File: src/rtl/nvio3_pkg.sv
// Shared nvio3 definitions: register-file geometry and the write-back queue entry.
package nvio3_pkg;
    localparam int NREGS  = 32;
    localparam int RA_W   = $clog2(NREGS);
    localparam int WB_WID = 128;

    typedef struct packed {
        logic [RA_W-1:0]   ra;
        logic [WB_WID-1:0] data;
    } wb_ent_t;
endpackage

File: src/rtl/gp_wb_fifo_mem.sv
// Write-back queue storage: two write ports, two asynchronous read ports, no reset.
module gp_wb_fifo_mem #(
    parameter int DEPTH = 8,
    parameter int EW    = 133
) (
    input  logic                     clk,
    input  logic                     we0,
    input  logic [$clog2(DEPTH)-1:0] wa0,
    input  logic [EW-1:0]            wd0,
    input  logic                     we1,
    input  logic [$clog2(DEPTH)-1:0] wa1,
    input  logic [EW-1:0]            wd1,
    input  logic [$clog2(DEPTH)-1:0] ra0,
    output logic [EW-1:0]            rd0,
    input  logic [$clog2(DEPTH)-1:0] ra1,
    output logic [EW-1:0]            rd1
);
    logic [EW-1:0] mem [DEPTH];

    // The queue never issues both writes to the same slot in one cycle.
    always_ff @(posedge clk) begin
        if (we0) mem[wa0] <= wd0;
        if (we1) mem[wa1] <= wd1;
    end

    assign rd0 = mem[ra0];
    assign rd1 = mem[ra1];
endmodule

File: src/rtl/gp_wb_queue.sv
// Dual-producer write-back queue draining up to two entries per cycle into the register file.
// Optional macro GPWB_R0_FILTER_EN drops results destined for register 0 instead of queueing them.
module gp_wb_queue
    import nvio3_pkg::*;
#(
    parameter int WID   = 128,
    parameter int DEPTH = 8
) (
    input  logic                   clk,
    input  logic                   rst,
    input  logic                   flush,
    input  logic                   stall,
    input  logic                   v0,
    input  logic                   v1,
    output logic                   rdy0,
    output logic                   rdy1,
    input  logic [4:0]             ra_in0,
    input  logic [4:0]             ra_in1,
    input  logic [WID-1:0]         d0,
    input  logic [WID-1:0]         d1,
    output logic                   wr0,
    output logic                   wr1,
    output logic [4:0]             wa0,
    output logic [4:0]             wa1,
    output logic [WID-1:0]         i0,
    output logic [WID-1:0]         i1,
    output logic [$clog2(DEPTH):0] count,
    output logic                   empty,
    output logic                   full
);
    localparam int AW = $clog2(DEPTH);
    localparam int CW = AW + 1;
    localparam int EW = RA_W + WID;

    // Same layout as wb_ent_t, sized by this instance's WID.
    typedef struct packed {
        logic [RA_W-1:0] ra;
        logic [WID-1:0]  data;
    } ent_t;

    logic [AW-1:0] wp, rp;
    logic          acc0, acc1, en0, en1;
    logic [1:0]    n_enq, n_pop;
    ent_t          ent0, ent1, wd_a, rd_a, rd_b;

    // Credits come from the registered count only; a same-cycle drain is not counted.
    assign rdy0  = count <= CW'(DEPTH - 1);
    assign rdy1  = count <= CW'(DEPTH - 2);
    assign empty = count == '0;
    assign full  = count == CW'(DEPTH);
    assign acc0  = v0 & rdy0;
    assign acc1  = v1 & rdy1;

`ifdef GPWB_R0_FILTER_EN
    assign en0 = acc0 & (ra_in0 != '0);
    assign en1 = acc1 & (ra_in1 != '0);
`else
    assign en0 = acc0;
    assign en1 = acc1;
`endif

    assign ent0  = {ra_in0, d0};
    assign ent1  = {ra_in1, d1};
    // Channel 0 takes the older slot; a lone channel 1 entry also lands at wp.
    assign wd_a  = en0 ? ent0 : ent1;
    assign n_enq = {1'b0, en0} + {1'b0, en1};
    assign n_pop = stall ? 2'd0 : (count >= CW'(2)) ? 2'd2 : count[1:0];

    gp_wb_fifo_mem #(.DEPTH(DEPTH), .EW(EW)) u_mem (
        .clk (clk),
        .we0 (en0 | en1),
        .wa0 (wp),
        .wd0 (wd_a),
        .we1 (en0 & en1),
        .wa1 (wp + AW'(1)),
        .wd1 (ent1),
        .ra0 (rp),
        .rd0 (rd_a),
        .ra1 (rp + AW'(1)),
        .rd1 (rd_b)
    );

    always_ff @(posedge clk) begin
        if (rst) begin
            count <= '0;
            wp    <= '0;
            rp    <= '0;
            wr0   <= 1'b0;
            wr1   <= 1'b0;
            wa0   <= '0;
            wa1   <= '0;
            i0    <= '0;
            i1    <= '0;
        end else if (flush) begin
            count <= '0;
            wp    <= '0;
            rp    <= '0;
            wr0   <= 1'b0;
            wr1   <= 1'b0;
        end else begin
            wp    <= wp + AW'(n_enq);
            rp    <= rp + AW'(n_pop);
            count <= count + CW'(n_enq) - CW'(n_pop);
            wr0   <= n_pop != 2'd0;
            wr1   <= n_pop == 2'd2;
            // Younger entry rides port 1, which wins in the register file on a same-address pair.
            if (n_pop != 2'd0) begin
                wa0 <= rd_a.ra;
                i0  <= rd_a.data;
            end
            if (n_pop == 2'd2) begin
                wa1 <= rd_b.ra;
                i1  <= rd_b.data;
            end
        end
    end
endmodule

File: config.mk
export PLATFORM = sky130hd
export DESIGN_NAME = gp_wb_queue
export DESIGN_NICKNAME = d
export VERILOG_FILES = /design/src/rtl/nvio3_pkg.sv /design/src/rtl/gp_wb_fifo_mem.sv /design/src/rtl/gp_wb_queue.sv
export SDC_FILE = /design/constraint.sdc
export NUM_CORES = 2
export LEC_CHECK = 0
export CAP_MARGIN = 15
export CORE_ASPECT_RATIO = 1.1
export CORE_MARGIN = 10
export CORE_UTILIZATION = 51
export CTS_BUF_LIST = sky130_fd_sc_hd__clkbuf_16
export CTS_CLUSTER_DIAMETER = 40
export DETAILED_ROUTE_END_ITERATION = 12
export PLACE_DENSITY = 0.8
export SYNTH_ARGS = -nofsm -noshare
export SYNTH_HDL_FRONTEND = slang
export SYNTH_SLANG_ARGS = --single-unit
File: constraint.sdc
create_clock -name clk -period 26.5 [get_ports clk]
set_input_delay 5.3 -clock clk [delete_from_list [all_inputs] [get_ports clk]]
set_output_delay 5.3 -clock clk [all_outputs]
set_load 0.01 [all_outputs]
; ---- Word level (Yosys, flattened, before mapping)
; Memory sizes are Yosys's and may differ from the RTL's. A register that Yosys moved wholly into a read port is not among the register bits.
; Index checks and enable logic that the tools add are counted.
[totals]
out_inout_bits = 276
mem_count = 1
ramBits = 1064
regBits = 12
word_cells = 35
[mem_list]
columns = name, depth, word_bits, rd, rd_ports_with_merged_regs, write_ports, line
row1 = u_mem.mem, 8, 133, 2, 2, 2, gp_wb_fifo_mem.sv:18  ; logic [EW-1:0] mem [DEPTH];
[op_classes]
order_cmp = 3
muxes = 7
add_sub_neg = 7
n_reduce_logical = 5
eq_ne = 2
bitwise = 5
[ops]
columns = operator, count
row1 = 2-to-1 mux 133 bit, 1
row2 = "less-or-equal comparator 4 x 3 -> 1 bit, second input constant", 2
row3 = "adder 3 x 1 -> 3 bit, second input constant", 2
row4 = adder 3 x 2 -> 3 bit, 2
row5 = adder 4 x 2 -> 4 bit, 1
row6 = "equality test 4 bit, second input constant", 1
row7 = "greater-or-equal comparator 4 x 2 -> 1 bit, second input constant", 1
row8 = logical NOT 4 bit, 1
row9 = 2-to-1 mux 1 bit, 4
row10 = 2-to-1 mux 2 bit, 2
row11 = AND reduction 2 bit, 2
row12 = subtractor 4 x 2 -> 4 bit, 1
row13 = AND 1 bit, 3
row14 = adder 1 x 1 -> 2 bit, 1
row15 = "equality test 2 bit, second input constant", 1
row16 = nonzero test 2 bit, 1
row17 = OR reduction 2 bit, 1
row18 = inverter 1 bit, 1
row19 = OR 1 bit, 1

; ---- Longest topological paths before layout
[logic_depth]
ltp_word = 5
mapped_depth = 15
mapped_depth_nobuf = 15

; ---- Modules after synthesis
; Synthesis repeated with hierarchy kept, for this count alone.
[hier_totals]
hier_cells = 4633
hier_area_um2 = 73745.7
[by_module_without_submodules]
columns = mod, cells_each, instances, area_each_um2, seq_area_each_um2
row1 = gp_wb_fifo_mem, 3217, 1, 60523.0, 31950.6
row2 = gp_wb_queue, 1416, 1, 13222.7, 5565.3

; ---- Least setup slack after synthesis
; OpenSTA, ideal clock, no wires.
[synth_path]
path_type = input to register
startpoint = input port v0
endpoint = memory u_mem.mem[1][0] (enable)
required_time_ps = 25691
cell_stages = 8
path_buffers = 1
t_arrival_ps = 15657
path_slack_ps = 10034
setup_ps = 809
cell_sequence = o21ai_1 > buf_2 > inv_1 > ha_1 > inv_1 > nor3_2 > a22oi_1 > o21ai_0
[synth_rtl]
columns = item, line
row1 = from (decl), gp_wb_queue.sv:13  ; input logic v0,
row2 = to (decl), gp_wb_fifo_mem.sv:18

==> summary.txt <==
CTS tree: yes
Top FF cell, synth: edfxtp_1
Slew Viols, Final: 0
DIE HEIGHT: 407.7 microns
Fraction of registers with async set/reset: 0%
DIE WIDTH: 372.5 microns
RSZ-0062 raised after global routing: false
Sink Count: 1,342
Cts bufs inserted: 177
Hold Path Class: register to register
# H-tree levels: 4
I/O pin count: 548
Post-synth top area cell: edfxtp_1
Synth Area in XOR/XNOR: 0.1113%
Worst Tran Pin Value: 1144 ps
Share of cells above drive strength 1: 26.92%
Syn_nets: 4,790
Leakage: 25.64 nW
Cells after Synth: 4,501
Netlist cell types: 45
Largest family of logic cells by synthesized area: multiplexers
Syn Area/Cell: 15.49 sq um
Sequential fraction of the synthesis area: 53.83%
# DRC: 0
Status: completed
Yosys top cell area share: 45.84%
Total of max-cap violations: 0
Grt total ovfl: 0
Clock Tree Buf Depth: 3
Post-cts resize count: 0
Post-synthesis mux area share: 35.28%
Final setup vio count: 0
Drt first-iter violations: 5,576
Mapped Area: 0.06970 sq mm
Number of iterations in the first detailed-routing pass: 6
Final Hold Vio Count: 0
Post-layout util: 60.63%
Top-count cell post-synth: edfxtp_1
WS Path Type: input port to register
CP required: 26,920 ps
Compound-Gate Fraction of Synth Area: 6.455%
Adder-Cell Fraction of Synth Area: 0.3483%
Top cells by count, synth: edfxtp_1, mux2_2, mux2i_1
Post-route clock period utilization: 35.08%
Starting Density: 51.21%
Yosys warnings: 0
Hold Buf Count CTS: 0
Worst-skew pair later-pin latency: 830 ps
Clock Skews: 34.66 ps
Synthesized flop and latch total: 1,342
CP max FO: 37
Area Growth Syn to Fin: 18.39%
Core ar.: 0.1361 sq mm
Max_slew headroom: 23.58%
Fmax: 107.6 MHz
First-pass GRT wire length: 317.9 mm
Worst Path Arrival: 9710 ps
Final #Nets: 5,220
Vias per cell: 6.694
Setup TNS: 0 ps
Initial antenna violation count: 57
Vias in the first global route: 47,650
VDD IR-drop max: 0.00007495 V
Power density over cell area: 84.25 mW/mm^2
Routed vias: 46,310
WL final: 219.3 mm
Time the worst path needs with I/O delays and setup: 9297 ps
CP endpoint kind: register
Gr usage total: 27.92%
Clk pin slew, worst setup/hold paths: 50 ps
Die ar.: 0.1519 sq mm
DP HPWL: 123.1 mm
Post-synth EDFFs: 1,064
Largest net degree at the start of global routing: 145
PortBufs: 547
Crit start category: input port
Antenna Violating Nets Remaining: 0
Postcts setup bufs: 0
CTS root buf: clkbuf_16
Row cnt: 142
Simple-Gate Fraction of Synth Area: 1.172%
Wirelength per Cell: 31.71 microns
Synth area leaders: edfxtp_1, mux2_2, mux2i_1
Final Wtd Congestion: 0.8351
## final timing paths
| path | from | to | slack, ps | cells after the start |
|---|---|---|---|---|
| setup / recovery | v0 | u_mem.mem[1][122] | 17200 | 10 |
| setup reg to reg | count[3] | u_mem.mem[3][99] | 21060 | 11 |
| hold reg to reg | i1[114] | i1[114] | 460 | 1 |
| hold / removal | i1[114] | i1[114] | 460 | 1 |
## flip-flops by register name, summed over array words and instances, names as in the netlist
signal and flops:
count 4, i0 128, i1 128, rp 3
u_mem.mem 1064, wa0 5, wa1 5, wp 3
wr0 1, wr1 1
## power by group
part / internal, mW / leakage [nW] / total (mW) / switching [mW]
Combinational: 0.830 / 10.6 / 1.77 / 0.937
Sequential: 2.62 / 12.0 / 2.78 / 0.161
Clock: 1.44 / 3.01 / 2.41 / 0.971
## cells in the final DEF (no fill, tap or decap), drive strengths merged, types with 6 or more instances in the layout
master | netlist | final
a21oi | 13 | 13
mux2i | 661 | 661
inv | 14 | 70
ha | 13 | 13
nor3 | 7 | 7
dfxtp | 278 | 278
a211oi | 133 | 133
nor2 | 141 | 141
clkinvlp | 0 | 9
diode | 0 | 32
mux2 | 1064 | 1064
clkdlybuf4s50 | 0 | 546
nand2 | 12 | 12
o21ai | 7 | 7
xnor2 | 6 | 6
clkbuf | 118 | 180
a22oi | 265 | 265
bufinv | 0 | 19
edfxtp | 1064 | 1064
clkinv | 0 | 69
and2 | 8 | 8
buf | 266 | 89
mux4 | 266 | 266
a32o | 133 | 133
## per-stage QoR
step | total power [mW] | hold slack, ps | area, sq um | instances | setup WS [ps]
2_1_floorplan | 3.935 | 510.5 | 69700 | 4501 | 10030
3_3_place_gp | 4.514 | 449.6 | 76490 | 6552 | 16580
3_5_place_dp | 4.557 | 453.4 | 76490 | 6552 | 16530
4_1_cts | 6.954 | 465.9 | 82440 | 6885 | 17330
5_1_grt | 7.173 | 472.9 | 82490 | 6904 | 17100
6_report | 6.952 | 462.6 | 82520 | 6917 | 17200
## worst max-delay path, stage by stage
cell and delay (ps):
clkdlybuf4s50_1 470, o21ai_2 260, inv_1 130, ha_1 250, inv_1 120, nor3_2 540
a22oi_1 310, o21ai_4 880, buf_4 670, buf_4 720
## cell type report
class                      count  area, sq um
fill                       10070        53580
sequential                  1342        37530
multi-input combinational   2761        30420
timing repair buffer         635         6237
clock buffer                 180         4504
tap                         1800         2252
clock inverter               153         1441
antenna                       32        80.08
inverter                      14        52.55
## kinds of logic after synthesis
family / Yosys count
muxes: 1991
DFF: 1342
AOI/OAI and AO/OA: 557
buffers and inverters: 398
and+or+nand+nor: 188
adders and majority gates: 17
xor gates and xnor gates: 8
## routing by layer
layer / vias to the layer above / track usage, % / wire length [microns]
li1: 19290 / - / -
met1: 23690 / 35.27 / 81970
met2: 2694 / 45.55 / 105900
met3: 570 / 7.017 / 23450
met4: 58 / 11.43 / 7595
met5: - / 0 / 345
No activity file was read; power rests on OpenSTA's default activity.
